--- config.mk ---
export PLATFORM = sky130hd
export DESIGN_NAME = lcd_text_buffer
export DESIGN_NICKNAME = d
export VERILOG_FILES = /design/src/rtl/lcd_text_buffer.sv
export SDC_FILE = /design/constraint.sdc
export NUM_CORES = 1
export LEC_CHECK = 0
export ABC_AREA = 1
export BUFFER_PORTS_ARGS = -buffer_cell sky130_fd_sc_hd__buf_2
export CORE_MARGIN = 4
export CORE_UTILIZATION = 30
export CTS_CLUSTER_DIAMETER = 60
export DETAILED_ROUTE_END_ITERATION = 12
export PLACE_DENSITY = 0.54
export SLEW_MARGIN = 20
export SYNTH_ARGS = -nofsm -noshare
export SYNTH_HDL_FRONTEND = slang
export SYNTH_SLANG_ARGS = --single-unit
export TNS_END_PERCENT = 5
--- constraint.sdc ---
create_clock -name clk -period 6.4 [get_ports clk]
set_input_delay 0.64 -clock clk [delete_from_list [all_inputs] [get_ports clk]]
set_output_delay 0.64 -clock clk [all_outputs]
set_load 0.005 [all_outputs]
--- src/rtl/lcd_text_buffer.sv ---
// lcd_text_buffer: 80-cell two-line text buffer with cursor control and a registered read port.
// Define LCD_TEXT_SCROLL_EN to scroll the screen up on overflow instead of wrapping the cursor.
module lcd_text_buffer #(
  parameter int         DEPTH    = 80,
  parameter int         LINE_LEN = 40,
  parameter logic [7:0] BLANK    = 8'h20
) (
  input  logic        clk,
  input  logic        reset,
  input  logic [7:0]  char_data,
  input  logic        char_valid,
  output logic        char_ready,
  input  logic [10:0] rd_addr,
  output logic [7:0]  rd_data,
  output logic [6:0]  cursor,
  output logic        busy
);

  localparam logic [6:0] LAST = 7'(DEPTH - 1);
  localparam logic [6:0] LL   = 7'(LINE_LEN);

`ifdef LCD_TEXT_SCROLL_EN
  typedef enum logic [1:0] {CLEAR, IDLE, SCROLL_COPY, SCROLL_BLANK} state_t;
`else
  typedef enum logic [1:0] {CLEAR, IDLE} state_t;
`endif

  state_t      state_q, state_d;
  logic [6:0]  idx_q, idx_d;
  logic [6:0]  cursor_q, cursor_d;
  logic [7:0]  rd_data_q, rd_data_d;
  logic [7:0]  mem_q [DEPTH];
  logic        we;
  logic [6:0]  waddr;
  logic [7:0]  wdata;
  logic        line2;
  logic [6:0]  col;
  logic        printable;
`ifdef LCD_TEXT_SCROLL_EN
  // Cursor value to restore once the scroll sequence has finished.
  logic [6:0]  pend_q, pend_d;
`endif

  assign line2      = (cursor_q >= LL);
  assign col        = line2 ? (cursor_q - LL) : cursor_q;
  assign printable  = (char_data >= 8'h20) && (char_data <= 8'h7E);
  assign char_ready = (state_q == IDLE);
  assign busy       = (state_q != IDLE);
  assign cursor     = cursor_q;
  assign rd_data    = rd_data_q;

  always_comb begin
    state_d  = state_q;
    idx_d    = idx_q;
    cursor_d = cursor_q;
    we       = 1'b0;
    waddr    = idx_q;
    wdata    = BLANK;
`ifdef LCD_TEXT_SCROLL_EN
    pend_d   = pend_q;
`endif
    case (state_q)
      CLEAR: begin
        we = 1'b1;
        if (idx_q == LAST) begin
          state_d = IDLE;
          idx_d   = '0;
        end else begin
          idx_d = idx_q + 7'd1;
        end
      end
      IDLE: begin
        if (char_valid) begin
          if (printable) begin
            we    = 1'b1;
            waddr = cursor_q;
            wdata = char_data;
            if (cursor_q == LAST) begin
`ifdef LCD_TEXT_SCROLL_EN
              state_d = SCROLL_COPY;
              idx_d   = '0;
              pend_d  = LL;
`else
              cursor_d = '0;
`endif
            end else begin
              cursor_d = cursor_q + 7'd1;
            end
          end else begin
            case (char_data)
              8'h0D: cursor_d = cursor_q - col;
              8'h0A: begin
                if (!line2) begin
                  cursor_d = cursor_q + LL;
                end else begin
`ifdef LCD_TEXT_SCROLL_EN
                  state_d = SCROLL_COPY;
                  idx_d   = '0;
                  pend_d  = LL + col;
`else
                  cursor_d = col;
`endif
                end
              end
              8'h08: begin
                if (cursor_q != '0) begin
                  cursor_d = cursor_q - 7'd1;
                  we       = 1'b1;
                  waddr    = cursor_q - 7'd1;
                end
              end
              8'h0C: begin
                cursor_d = '0;
                state_d  = CLEAR;
                idx_d    = '0;
              end
              default: ;
            endcase
          end
        end
      end
`ifdef LCD_TEXT_SCROLL_EN
      // One counter sweeps 0..79: copy phase on the low half, blank phase on the high half.
      SCROLL_COPY: begin
        we    = 1'b1;
        wdata = mem_q[idx_q + LL];
        idx_d = idx_q + 7'd1;
        if (idx_q == LL - 7'd1) state_d = SCROLL_BLANK;
      end
      SCROLL_BLANK: begin
        we = 1'b1;
        if (idx_q == LAST) begin
          state_d  = IDLE;
          idx_d    = '0;
          cursor_d = pend_q;
        end else begin
          idx_d = idx_q + 7'd1;
        end
      end
`endif
      default: state_d = CLEAR;
    endcase
  end

  always_comb begin
    rd_data_d = (rd_addr < 11'(DEPTH)) ? mem_q[rd_addr[6:0]] : BLANK;
  end

  always_ff @(posedge clk or posedge reset) begin
    if (reset) begin
      state_q   <= CLEAR;
      idx_q     <= '0;
      cursor_q  <= '0;
      rd_data_q <= BLANK;
`ifdef LCD_TEXT_SCROLL_EN
      pend_q    <= LL;
`endif
    end else begin
      state_q   <= state_d;
      idx_q     <= idx_d;
      cursor_q  <= cursor_d;
      rd_data_q <= rd_data_d;
`ifdef LCD_TEXT_SCROLL_EN
      pend_q    <= pend_d;
`endif
    end
  end

  always_ff @(posedge clk) begin
    if (we) mem_q[waddr] <= wdata;
  end

endmodule
==> After elaboration in Yosys (flattened, before gate mapping) <==
Memories as Yosys holds them, arrays and structs flattened.
Cells that the tools add are included.
{ "totals": {"latch_bits": 0, "reg_bits": 24, "in_bits": 22, "mem_bits_ro": 0, "ram_bits": 640, "n_memories": 1} }
{ "op_classes": {"shifts": 0, "bitwise": 0, "multipliers": 0, "n_mux": 32, "order_cmp": 4, "add_sub_neg": 6, "eq_ne": 13, "reduce_logical": 8, "div": 0} }
{ "memory_table": {"columns": ["name", "words", "width", "rd", "rd_ports_with_merged_regs", "write_ports", "line_no", "source"], "rows": [
  ["mem_q", 80, 8, 1, 0, 1, "32", "logic [7:0] mem_q [DEPTH];"]
]} }
{ "op_table": {"columns": ["operator", "count"], "rows": [
  ["$mux 7", 14],
  ["$eq 8x4->1 const B", 4],
  ["$mux 8", 4],
  ["$pmux 7 s4", 1],
  ["$add 7x1->7 const B", 2],
  ["$eq 7x7->1 const B", 2],
  ["$pmux 7 s2", 1],
  ["$reduce_and 4->1", 3],
  ["$lt 11x7->1 const B", 1],
  ["$ge 8x6->1 const B", 1],
  ["$le 8x7->1 const B", 1],
  ["$mux 2", 4],
  ["$add 7x6->7 const B", 1],
  ["$ge 7x6->1 const B", 1],
  ["$reduce_bool 7->1", 1],
  ["$sub 7x1->7 const B", 1],
  ["$sub 7x6->7 const B", 1],
  ["$sub 7x7->7", 1],
  ["$mux 1", 6],
  ["$ne 2x2->1 const B", 3],
  ["$reduce_bool 5->1", 1],
  ["$ne 2x1->1 const B", 2],
  ["$pmux 2 s2", 1],
  ["$ne 3x3->1 const B", 1],
  ["5 further kinds", 5]
]} }

==> Logic depth before layout (Yosys ltp) <==
{ "depth": {"ltp_word": 8, "ltp_mapped": 17, "depth_no_buf": 17} }

==> Worst setup path before layout <==
No wires, ideal clock.
{ "synth_timing": {"path_type": "input -> register", "startpoint": "input port char_data[0]", "endpoint": "memory mem_q[0][6], data pin", "t_required_ps": 5601, "path_slack_ps": 1422, "stages": 6, "t_arrival_ps": 4179, "path_buffers": 1, "cell_sequence": "inv_1 > nor2_1 > nand2_1 > nand3_1 > buf_2 > nor3_1"} }
{ "synth_via": {"elab_chain_len": 5, "word_cells_on_any_way": 6, "cone_classes": "order compare (2); mux (3); reduce/logical (1)"} }
{ "synth_rtl": {"columns": ["item", "line_no", "source"], "rows": [
  ["start, declared", "10", "input logic [7:0] char_data,"],
  ["$ge 8x6->1 / $le 8x7->1 (equally long branches)", "46", "assign printable = (char_data >= 8'h20) && (char_data <= 8'h7E);"],
  ["$logic_and 1x1->1 (*)", "46", null],
  ["$mux 8 (*)", "74", "if (printable) begin"],
  ["$mux 8 (*)", "73", "if (char_valid) begin"],
  ["$mux 8 (*)", "62", "case (state_q)"],
  ["net wdata[6]", "35", "logic [7:0] wdata;"],
  ["end, declared", "32", null]
]} }
Mark *: on every way through the listed nets, which the timed path passes. The rest lies on a longest branch.

==> Worst setup path in the final report <==
{ "layout_timing": {"startpoint": "register cursor_q[0] (netlist: cursor[0])", "endpoint": "memory mem_q[20][0], enable pin"} }
{ "layout_via": {"elab_chain_len": 8, "word_cells_on_any_way": 14, "cone_classes": "add/sub (1); mux (12); reduce/logical (1)"} }
{ "layout_rtl": {"columns": ["item", "line_no", "source"], "rows": [
  ["start, declared", "30", "logic [6:0] cursor_q, cursor_d;"],
  ["start signal, assigned", "161", "cursor_q <= cursor_d;"],
  ["parallel branches: the longest is 8 deep, another holds $sub 7x1->7", null, null]
]} }
Several ways; the timed one is not identified.

==> flow_metrics.py <==
metrics = {
    "drt": {
        "wl_per_cell_um": 18.5,
        "drc": 0,
        "antenna_left": 0,
        "routed_via_density": 4.68,
        "wl_mm": 74.8,
        "vias": 18900,
        "firstDrtPassIters": 9,
        "drtIter0Drc": 1614,
    },
    "critical_path": {
        "endpoint_kind": "register",
        "reg2reg_depth": 12,
        "critPathKind": "reg -> reg",
        "critPathArrivalTime_ps": 3830,
        "crit_required_ps": 6610,
        "worstSetupStartpointType": "register",
        "r2r_start": "cursor[0]",
        "worstReg2RegEnd": "mem_q[20][0]",
        "crit_fanout": 10,
        "r2r_slack_ps": 2780,
    },
    "sta": {
        "fmax_ghz": 0.276,
        "fin_crit_sh": 0.566,
        "fin_setup_tns_ps": 0,
        "worstMarginPinSlew_ps": 1160,
        "fin_skew_ps": 18.6,
        "grt_setup_unrepaired": "false",
        "whs_ps": 110,
        "slew_headroom": 0.221,
        "setup_viol": 0,
        "period_minus_slack_ps": 3620,
        "hold_viol_final": 0,
        "final_max_slew_viol_count": 0,
    },
    "yosys": {
        "synth_flop_cell": "edfxtp_1",
        "synth_seq_cells": 663,
        "ys_seq_area_frac": 0.695,
        "yosys_warnings": 0,
        "netlist_area_um2": 28500,
        "synth_enable_flop_cells": 640,
        "syn_avg_cell_area_um2": 10.7,
        "ys_types": 41,
        "syn_inst": 2653,
        "synthArstFlopShare": 0.0347,
    },
    "placement": {
        "dp.final_hpwl_mm": 43.3,
        "gp_congestion": 0.835,
        "portBuffers": 38,
    },
    "clock_tree": {
        "cts_inserted_buffers": 72,
        "cts_setup_buffers": 0,
        "cts_root_buf": "clkbuf_16",
        "cts_num_sinks": 663,
        "cts_buffer_depth": 3,
        "ctsResizeCount": 0,
        "path_clk_slew_ps": 60,
        "holdBufCountCts": 0,
        "cts_tree": "built",
        "clock_latency_ps": 600,
        "htree_levels": 3,
    },
    "layout": {
        "fill_cells": 9299,
        "final_util": 0.347,
        "seqCellArea_um2": 19800,
        "nNetsFinal": 2762,
        "syn2layout_area_growth_pct": 14.2,
        "multiInputGateArea_um2": 7920,
        "drive_above_1_share": 0.0769,
    },
    "floorplan": {
        "pin_count": 39,
        "chipWidth_um": 316,
        "fp-row-count": 112,
        "start_util": 0.304,
        "die_y_um": 316,
        "core-area_um2": 93700,
        "dieArea_um2": 100000,
    },
    "pwr": {
        "vdd.ir_drop.worst_mv": 0.288,
        "p_per_area_nw_per_um2": 312,
        "leakage_nw": 12.3,
    },
    "global_routing": {
        "antenna_found_initial": 2,
        "grt_usage": 0.149,
        "grt_max_degree": 136,
        "grt_pass1_vias": 18600,
        "gr-total-overflow": 0,
        "grt_pass1_wl_mm": 114,
    },
    "job": {
        "maxCapViolCount": 0,
    },
    "run_status": {
        "status": "finished, final reports clean",
    },
    "hold_path": {
        "hp-class": "in -> async",
    },
}
==> where the power goes <==
group / switching (mW) / internal [mW] / total [mW] / leakage (nW)
clock network: 1.68 / 2.41 / 4.09 / 1.13
registers: 0.0840 / 4.81 / 4.90 / 6.14
logic: 0.829 / 0.348 / 1.18 / 4.99
==> state kept, by name, summed over array words and instances (netlist names) <==
name and flops:
mem_q 640, rd_data 8, cursor 7, idx_q 7, state_q 1
==> final cells by class <==
type	instances	share of cell area
timing repair buffer	60	0.0123
multi-input combinational	1783	0.243
tap	1254	0.0482
inverter	148	0.0174
sequential	663	0.608
clock buffer	95	0.0616
antenna	1	0.0000769
clock inverter	33	0.00930
==> critical path: stages, from the launching register on <==
cell     delay, ps
dfrtp_1        470
inv_1          250
ha_1           190
inv_1           30
nor2_1         180
nand2_1        120
nand2_2        100
nand2_2         90
nand2_4        130
nand2_2         80
a21oi_4        220
nand3_2        480
nor2_1         880
==> layer usage <==
metal | global-route usage | part of all wire
met5 | 0 | 0.00017
met4 | 0.0495 | 0.026
met3 | 0.0255 | 0.065
met2 | 0.238 | 0.47
met1 | 0.208 | 0.44
==> cells in the mapped netlist, types with 12 or more instances <==
| master | number | area (µm²) |
|---|---|---|
| nand2_1 | 813 | 3050 |
| edfxtp_1 | 640 | 19200 |
| nand3_1 | 374 | 1870 |
| nor2_1 | 267 | 1000 |
| inv_1 | 135 | 507 |
| o21ai_0 | 108 | 541 |
| clkbuf_1 | 61 | 229 |
| buf_2 | 45 | 225 |
| buf_1 | 31 | 116 |
| o211ai_1 | 27 | 203 |
| a21oi_1 | 23 | 115 |
| dfrtp_1 | 22 | 551 |
| nand2_2 | 13 | 81.3 |
| o221ai_1 | 13 | 114 |
| ha_1 | 12 | 150 |
==> through the flow <==
| step | cells | area (µm²) | worst slack, ps | power [mW] |
|---|---|---|---|---|
| floorplan | 2732 | 28800 | 1420 | 5.79 |
| global placement | 3908 | 30200 | 2630 | 6.16 |
| detailed placement | 3908 | 30200 | 2570 | 6.17 |
| CTS | 4036 | 32600 | 2770 | 10.3 |
| global route | 4036 | 32600 | 2500 | 10.6 |
| finish | 4037 | 32600 | 2780 | 10.2 |
==> cell families after synthesis <==
| logic type | Yosys count | synth area share |
|---|---|---|
| adders and majority gates | 12 | 0.00527 |
| and+or+nand+nor | 1501 | 0.220 |
| other | 1 | 0.000132 |
| buffers and inverters | 286 | 0.0398 |
| xor gates and xnor gates | 11 | 0.00338 |
| AOI/OAI and AO/OA | 179 | 0.0364 |
| DFF | 663 | 0.695 |
==> worst max path at each step <==
stage,start,endpoint,slack (ps),cells past startpoint
after CTS,cursor[0],mem_q[20][0],2770,12
after detailed placement,char_data[0],mem_q[20][0],2570,12
after global placement,char_data[0],mem_q[20][2],2630,12
final,cursor[0],mem_q[20][0],2780,12
after floorplan,char_data[0],mem_q[0][6],1420,6
after global routing,cursor[0],mem_q[20][0],2500,12
==> layout by cell type, fill, tap and decap left out, types with 10 or more instances in the layout <==
master,count
inv_1,133
buf_4,21
clkbuf_1,17
clkbuf_16,77
a21oi_1,23
edfxtp_1,640
o21ai_0,108
nand2_2,13
clkinv_2,10
buf_2,35
conb_1,80
ha_1,12
inv_2,10
clkinv_1,14
dfrtp_1,22
nand3_1,374
nor2_1,262
nand2_1,812
o221ai_1,13
o211ai_1,27
No activity file was read; power rests on OpenSTA's default activity.
